`src/rtl/rv_pkg.sv`:
```
// Shared RISC-V core definitions: data width, register-address width and
// the state encoding of the branch redirect controller.
package rv_pkg;

  localparam int XLEN  = 32;
  localparam int REG_W = 5;

  // Redirect controller states.
  typedef enum logic [1:0] {
    IDLE     = 2'd0,
    REDIRECT = 2'd1,
    FLUSH    = 2'd2
  } state_t;

endpackage

```
`src/rtl/branch_redirect_ctrl.sv`:
```
// Branch/jump/trap redirect controller. Takes resolved control transfers from
// EX and trap requests, offers the new PC to IF with a valid/ready handshake,
// flushes the younger pipeline stages, writes back link values and reports
// misaligned jump targets.
//
// Handshake: the controller holds redirect_valid=1 and a stable redirect_pc
// until a cycle in which fetch_ready=1; the redirect is accepted on that
// rising edge. A trap arriving while a redirect is pending replaces the
// offered PC on the next edge, but an acceptance in that same cycle counts.
module branch_redirect_ctrl #(
  parameter int FLUSH_CYCLES = 2,
  parameter int XLEN         = rv_pkg::XLEN
) (
  input  logic                    clk,
  input  logic                    rst_n,
  input  logic                    ex_valid,
  input  logic                    ex_taken,
  input  logic [XLEN-1:0]         ex_target,
  input  logic [XLEN-1:0]         ex_link,
  input  logic                    ex_link_en,
  input  logic [rv_pkg::REG_W-1:0] ex_rd,
  input  logic                    trap_req,
  input  logic [XLEN-1:0]         trap_vec,
  input  logic                    fetch_ready,
  output logic                    redirect_valid,
  output logic [XLEN-1:0]         redirect_pc,
  output logic                    flush_if,
  output logic                    flush_id,
  output logic                    stall_ex,
  output logic                    wb_link_valid,
  output logic [rv_pkg::REG_W-1:0] wb_link_rd,
  output logic [XLEN-1:0]         wb_link_data,
  output logic                    misalign_exc,
  output logic [XLEN-1:0]         misalign_addr,
  output logic [15:0]             redirect_count,
  output rv_pkg::state_t          dbg_state
);

  import rv_pkg::*;

  // FLUSH_CYCLES is at most 7, so three bits hold the remaining flush count.
  localparam logic [2:0] FLUSH_LOAD = 3'(FLUSH_CYCLES - 1);

  state_t     state;
  logic [2:0] flush_cnt;

  // A link write happens for JAL/JALR unless the destination is x0.
  logic link_wr;
  // Jump targets must be word aligned (no compressed instructions).
  logic misaligned;

  // Decode the EX request qualifiers.
  always_comb begin
    link_wr    = ex_link_en && (ex_rd != '0);
    misaligned = (ex_target[1:0] != 2'b00);
  end

  // Controller FSM with all outputs registered.
  always_ff @(posedge clk or negedge rst_n) begin
    if (!rst_n) begin
      state          <= IDLE;
      flush_cnt      <= '0;
      redirect_valid <= 1'b0;
      redirect_pc    <= '0;
      flush_if       <= 1'b0;
      flush_id       <= 1'b0;
      stall_ex       <= 1'b0;
      wb_link_valid  <= 1'b0;
      wb_link_rd     <= '0;
      wb_link_data   <= '0;
      misalign_exc   <= 1'b0;
      misalign_addr  <= '0;
      redirect_count <= '0;
    end else begin
      // Single-cycle pulses default low.
      wb_link_valid <= 1'b0;
      misalign_exc  <= 1'b0;

      case (state)
        IDLE: begin
          if (trap_req) begin
            // Trap wins; the EX instruction is dropped with no link write.
            redirect_pc    <= trap_vec;
            state          <= REDIRECT;
            redirect_valid <= 1'b1;
            flush_if       <= 1'b1;
            flush_id       <= 1'b1;
            stall_ex       <= 1'b1;
          end else if (ex_valid && ex_taken && misaligned) begin
            misalign_exc  <= 1'b1;
            misalign_addr <= ex_target;
          end else if (ex_valid && ex_taken) begin
            redirect_pc    <= ex_target;
            state          <= REDIRECT;
            redirect_valid <= 1'b1;
            flush_if       <= 1'b1;
            flush_id       <= 1'b1;
            stall_ex       <= 1'b1;
            if (link_wr) begin
              wb_link_valid <= 1'b1;
              wb_link_rd    <= ex_rd;
              wb_link_data  <= ex_link;
            end
          end else if (ex_valid && link_wr) begin
            // Not-taken transfer still writes its link register.
            wb_link_valid <= 1'b1;
            wb_link_rd    <= ex_rd;
            wb_link_data  <= ex_link;
          end
        end

        REDIRECT: begin
          if (fetch_ready) begin
            redirect_count <= redirect_count + 16'd1;
          end
          if (trap_req) begin
            // Stay in REDIRECT offering the trap vector instead.
            redirect_pc <= trap_vec;
          end else if (fetch_ready) begin
            state          <= FLUSH;
            flush_cnt      <= FLUSH_LOAD;
            redirect_valid <= 1'b0;
            flush_if       <= 1'b0;
          end
        end

        FLUSH: begin
          if (trap_req) begin
            redirect_pc    <= trap_vec;
            state          <= REDIRECT;
            redirect_valid <= 1'b1;
            flush_if       <= 1'b1;
          end else if (flush_cnt == 3'd0) begin
            state    <= IDLE;
            flush_id <= 1'b0;
            stall_ex <= 1'b0;
          end else begin
            flush_cnt <= flush_cnt - 3'd1;
          end
        end

        default: begin
          state          <= IDLE;
          redirect_valid <= 1'b0;
          flush_if       <= 1'b0;
          flush_id       <= 1'b0;
          stall_ex       <= 1'b0;
        end
      endcase
    end
  end

  assign dbg_state = state;

endmodule

```
`config.mk`:
```
export PLATFORM = sky130hd
export DESIGN_NAME = branch_redirect_ctrl
export DESIGN_NICKNAME = d
export VERILOG_FILES = /design/src/rtl/rv_pkg.sv /design/src/rtl/branch_redirect_ctrl.sv
export SDC_FILE = /design/constraint.sdc
export NUM_CORES = 1
export LEC_CHECK = 0
export CORE_ASPECT_RATIO = 1.2
export CORE_MARGIN = 3
export CORE_UTILIZATION = 60
export DETAILED_ROUTE_END_ITERATION = 7
export DONT_BUFFER_PORTS = 1
export PLACE_DENSITY = 0.76
export SYNTH_ARGS = -nofsm -noshare
export SYNTH_HDL_FRONTEND = slang
export SYNTH_SLANG_ARGS = --single-unit
export TNS_END_PERCENT = 5
```
`constraint.sdc`:
```
create_clock -name clk -period 2.4 [get_ports clk]
set_input_delay 0.36 -clock clk [delete_from_list [all_inputs] [get_ports clk]]
set_output_delay 0.36 -clock clk [all_outputs]
set_load 0.02 [all_outputs]
```
Yosys cells after proc, flatten, opt, wreduce, memory -nomap -nowiden
Cells that the tools add are included.
{ "classes": {"addsub": 2, "n_eq_ne": 13, "muxes": 43, "bitwise_logic": 3, "n_reduce_logical": 20} }
{ "op_table": {"columns": ["cell", "n"], "rows": [
  ["32-bit two-way mux", 7],
  ["32-bit one-hot mux with 2 select lines", 1],
  ["5-bit AND reduction", 5],
  ["1-bit two-way mux", 17],
  ["16-bit by 1-bit adder with 16-bit output (second input constant)", 1],
  ["5-bit two-way mux", 3],
  ["2-bit two-way mux", 7],
  ["2-bit != test (second input constant)", 7],
  ["3-bit two-way mux", 4],
  ["3-bit != test (second input constant)", 3],
  ["2-bit nonzero test", 4],
  ["1-bit one-hot mux with 3 select lines", 2],
  ["2-bit one-hot mux with 3 select lines", 1],
  ["3-bit one-hot mux with 2 select lines", 1],
  ["5-bit nonzero test", 1],
  ["1-bit logical AND", 4],
  ["4-bit AND reduction", 1],
  ["3-bit zero test", 1],
  ["1-bit inverter", 3],
  ["3-bit AND reduction", 1],
  ["3-bit by 1-bit subtractor with 3-bit output (second input constant)", 1],
  ["2-bit by 1-bit == test with 1-bit output (second input constant)", 1],
  ["2-bit == test (second input constant)", 1],
  ["2-bit zero test", 1],
  ["3 further kinds", 3]
]} }
{ "totals": {"reg_bits": 126, "input_bits": 108, "out_inout_bits": 125, "word_cells": 92} }

Logic depth before layout (Yosys ltp)
{ "depth": {"ltp_word": 8, "depth_mapped": 8, "depth_no_buf": 6} }

Least setup slack after synthesis
Ideal clock, no wire load.
{ "synth_timing": {"kind": "register -> register", "startpoint": "register state[0], in the netlist dbg_state[0]", "endpoint": "register wb_link_data[16]", "t_arrival_ps": 1863, "slack_ps": 410, "stages_incl_launch_ff": 9, "period_less_slack_ps": 1990, "cell_sequence": "dfrtp_1 > inv_1 > ha_1 > nor2b_1 > and4_1 > o21ai_2 > buf_6 > buf_6 > mux2_1"} }
{ "synth_between": {"elab_chain_cells": 2} }
{ "synth_lines": {"columns": ["item", "line_no", "source"], "rows": [
  ["from (decl)", "branch_redirect_ctrl.sv:44", "state_t state;"],
  ["from (signal assigned)", "branch_redirect_ctrl.sv:61", "state <= IDLE;"],
  ["from (signal assigned)", "branch_redirect_ctrl.sv:84", "state <= REDIRECT;"],
  ["from (signal assigned)", "branch_redirect_ctrl.sv:94", "state <= REDIRECT;"],
  ["2-bit zero test", "branch_redirect_ctrl.sv:79", "case (state)"],
  ["5-bit AND reduction (no source line)", null, null],
  ["to (signal assigned)", "branch_redirect_ctrl.sv:102", "wb_link_data <= ex_link;"],
  ["to (signal assigned)", "branch_redirect_ctrl.sv:108", "wb_link_data <= ex_link;"],
  ["to (decl)", "branch_redirect_ctrl.sv:32", "output logic [XLEN-1:0] wb_link_data,"]
]} }
No other way between the ends.
A chain may end at the register's enable or synchronous reset.

Worst setup path in the final report
{ "layout_timing": {"startpoint": "register state[1], in the netlist dbg_state[1]", "endpoint": "register wb_link_data[30]"} }
Same word-level chain as after synthesis.

==> flow_metrics.tcl <==
set metrics [dict create \
    status "finished with violations" \
    violations "negative hold slack" \
    required_ps 2770 \
    floorplan.die.width_um 91.8 \
    ys_warn_count 0 \
    synth_xor_area_share_pct 2.48 \
    fin_util_pct 79.7 \
    most-common-layout-cells "dfrtp_1, dlygate4sd3_1, mux2_2, nand2_1, o21ai_0" \
    synth-simple-area-share_pct 6.63 \
    vias_per_cell 5.69 \
    crit_path_start_kind "register" \
    die_h_um 109 \
    n_antenna_cell 0 \
    dp_hpwl_mm 8.31 \
    core_mm2 0.00838 \
    postSynthAreaPerCell_um2 13.0 \
    max_freq_mhz 463 \
    ys_seq_area_share_pct 59.5 \
    first_pass_iters 4 \
    powerDensity_mw_per_mm2 1440 \
    cts-hold-fix-buffers 69 \
    drive_above_1_share_pct 19.2 \
    worstSetupPathType "reg -> reg" \
    layout_setup_ws_ps 242 \
    post-route-period-util_pct 89.9 \
    fin_area_mm2 0.00668 \
    remaining_drc_errors 0 \
    synth_area_mm2 0.00530 \
    rsz0062_at_grt "false" \
    setup_viol 0 \
    cts_resized 0 \
    post_drt_wl_per_cell_um 22.0 \
    fp.dieArea_mm2 0.0100 \
    slew_violations 0 \
    pin_count 233 \
    muxShareOfSynthArea_pct 21.3 \
    irDropWorstVdd_mv 0.783 \
    fin_crit_ps 2160 \
    synth_compound_area_share_pct 5.45 \
    grt_pass1_vias 3939 \
    cts_buffers 17 \
    holdWs_ps -443 \
    synth_top_family_by_area "multiplexers" \
    cts_tree "built" \
    synthesis.nets 523 \
    synth-seq-cells 126 \
    cpLargestDelayFamily "simple AND/OR/NAND/NOR gates" \
    grt_pass1_wl_mm 20.8 \
    clockBufferDepth 2 \
    vias 3467 \
    fin_worst_skew_ps 5.69 \
    port_buffers 0 \
    finalHoldViolCount 126 \
    power_leakage_nw 2.98 \
    area_growth_pct 25.9 \
    drtAntennaViolNets 0 \
    final_cells 609 \
    cts-root-buf "clkbuf_8" \
    insertion_delay_ps 500 \
    overflow 0 \
    grt_max_degree 127 \
    dp_slack_ps 22.2 \
    gp_congestion 0.760 \
    relSlewSlack_pct 23.5 \
    h-tree-depth 4 \
    worst_path_max_delay_cell "mux2_1" \
    antenna_found_initial 1 \
    cp_cell_sequence "inv_1 > ha_1 > nor2b_1 > and4_1 > o21ai_4 > mux2_1" \
    final_nets 599 \
    crit_buf_inv 1 \
    postPlaceCellArea_mm2 0.00544 \
    worstPathArrival_ps 2530 \
    final_common_cell "dfrtp_1" \
    cp_max_fo 38 \
    first_iter_violations 95 \
    crit_path_end_kind "register" \
    max_stage_delay_ps 440 \
    totalWireLength_mm 13.4 \
    cts_sinks 126 \
    max_cap_violations 0 \
    grt_usage_pct 27.5 \
    clkTransAtPathRegs_ps 60 \
    setup-tns-final_ps 0 \
    syn_inst 407 \
    worst_pin_slew_ps 1140 \
    n_fill_cell 480 \
    synth_fa_ha_area_share_pct 1.89 \
    row_count 36 \
    hold_path_class "in -> async" \
    initial_core_util_pct 63.3 \
    reg2reg_slack_ps 240 \
    dp.cells 509 \
    ys_types 36 \
    cts_setup_buffers 0 \
]
report_power, final:
group	internal, mW	total, mW	switching, mW
Sequential	3.08	5.06	1.97
Combinational	1.14	2.22	1.08
Clock	1.50	2.35	0.853
per-stage QoR:
| step | total power, mW | hold slack (ps) |
|---|---|---|
| floorplan | 6.47 | 64.4 |
| global placement | 7.02 | 66.8 |
| global route | 10.2 | -474 |
| CTS | 9.64 | -479 |
| finish | 9.63 | -443 |
| detailed placement | 7.17 | 67.3 |
cells in the mapped netlist:
cell      instances  share of area (%)
dfrtp_1         126                 59
mux2_2           54                 11
nand2_1          39                2.8
o21ai_0          34                3.2
mux2i_1          32                6.0
mux2_1           18                3.8
nor2_1           11               0.78
xnor2_1          11                1.8
buf_2             9               0.85
ha_1              8                1.9
inv_1             8               0.57
nand3_1           6               0.57
a21oi_1           5               0.47
nand4_1           5               0.59
clkbuf_1          4               0.28
nor2b_1           4               0.47
xor2_1            4               0.66
a22o_1            3               0.50
buf_4             3               0.42
buf_6             3               0.64
nand2b_1          3               0.35
nor4_1            2               0.24
o211ai_1          2               0.28
a21o_1            1               0.14
a22oi_1           1               0.14
a31o_2            1               0.17
a31oi_1           1               0.12
and3_1            1               0.12
and4_1            1               0.17
nor3_1            1              0.094
nor4bb_1          1               0.19
o21ai_1           1              0.094
o21ai_2           1               0.17
o41ai_1           1               0.17
or3b_2            1               0.17
or4_1             1               0.14
worst paths after layout:
check / cells after the start / endpoint / startpoint
min: 0 / redirect_pc[30]$_DFFE_PN0P_ / rst_n
min reg2reg: 1 / flush_cnt[1]$_DFFE_PN0P_ / flush_cnt[1]$_DFFE_PN0P_
max: 6 / wb_link_data[30]$_DFFE_PN0P_ / dbg_state[1]$_DFFE_PN0P_
max reg2reg: 6 / wb_link_data[30]$_DFFE_PN0P_ / dbg_state[1]$_DFFE_PN0P_
min in group clk: 2 / redirect_count[2]$_DFFE_PN0P_ / fetch_ready
max in group asynchronous: 0 / redirect_pc[8]$_DFFE_PN0P_ / rst_n
sequential cells by signal, indices dropped and copies added (netlist names):
signal	cells
misalign_exc	1
redirect_count	16
misalign_addr	32
wb_link_data	32
flush_cnt	3
wb_link_rd	5
dbg_state	2
wb_link_valid	1
redirect_pc	32
flush_if	1
stall_ex	1
cell type report:
type	instances	area, um^2	area share [%]
Inverter	8	30.0	0.450
Clock inverter	6	57.6	0.862
Tap cell	114	143	2.14
Timing Repair Buffer	76	768	11.5
Clock buffer	25	494	7.40
Sequential cell	126	3150	47.2
Multi-Input combinational cell	254	2030	30.4
kinds of logic after synthesis:
logic type | count (synthesis)
multiplexers | 104
adder cells (fa/ha/maj) | 8
buffers and inverters | 27
XOR/XNOR | 15
flip-flops | 126
AO/OA/AOI/OAI | 51
AND/OR/NAND/NOR | 76
metal layers:
layer  vias to the layer above  part of all wire (%)  GRT usage [%]
li1                       1568                     -              -
met5                         -                  0.12              0
met1                      1681                    33           28.4
met2                       180                    54           48.7
met4                         2                   3.2           13.2
met3                        36                   9.7           11.2
No activity file was read; power rests on OpenSTA's default activity.
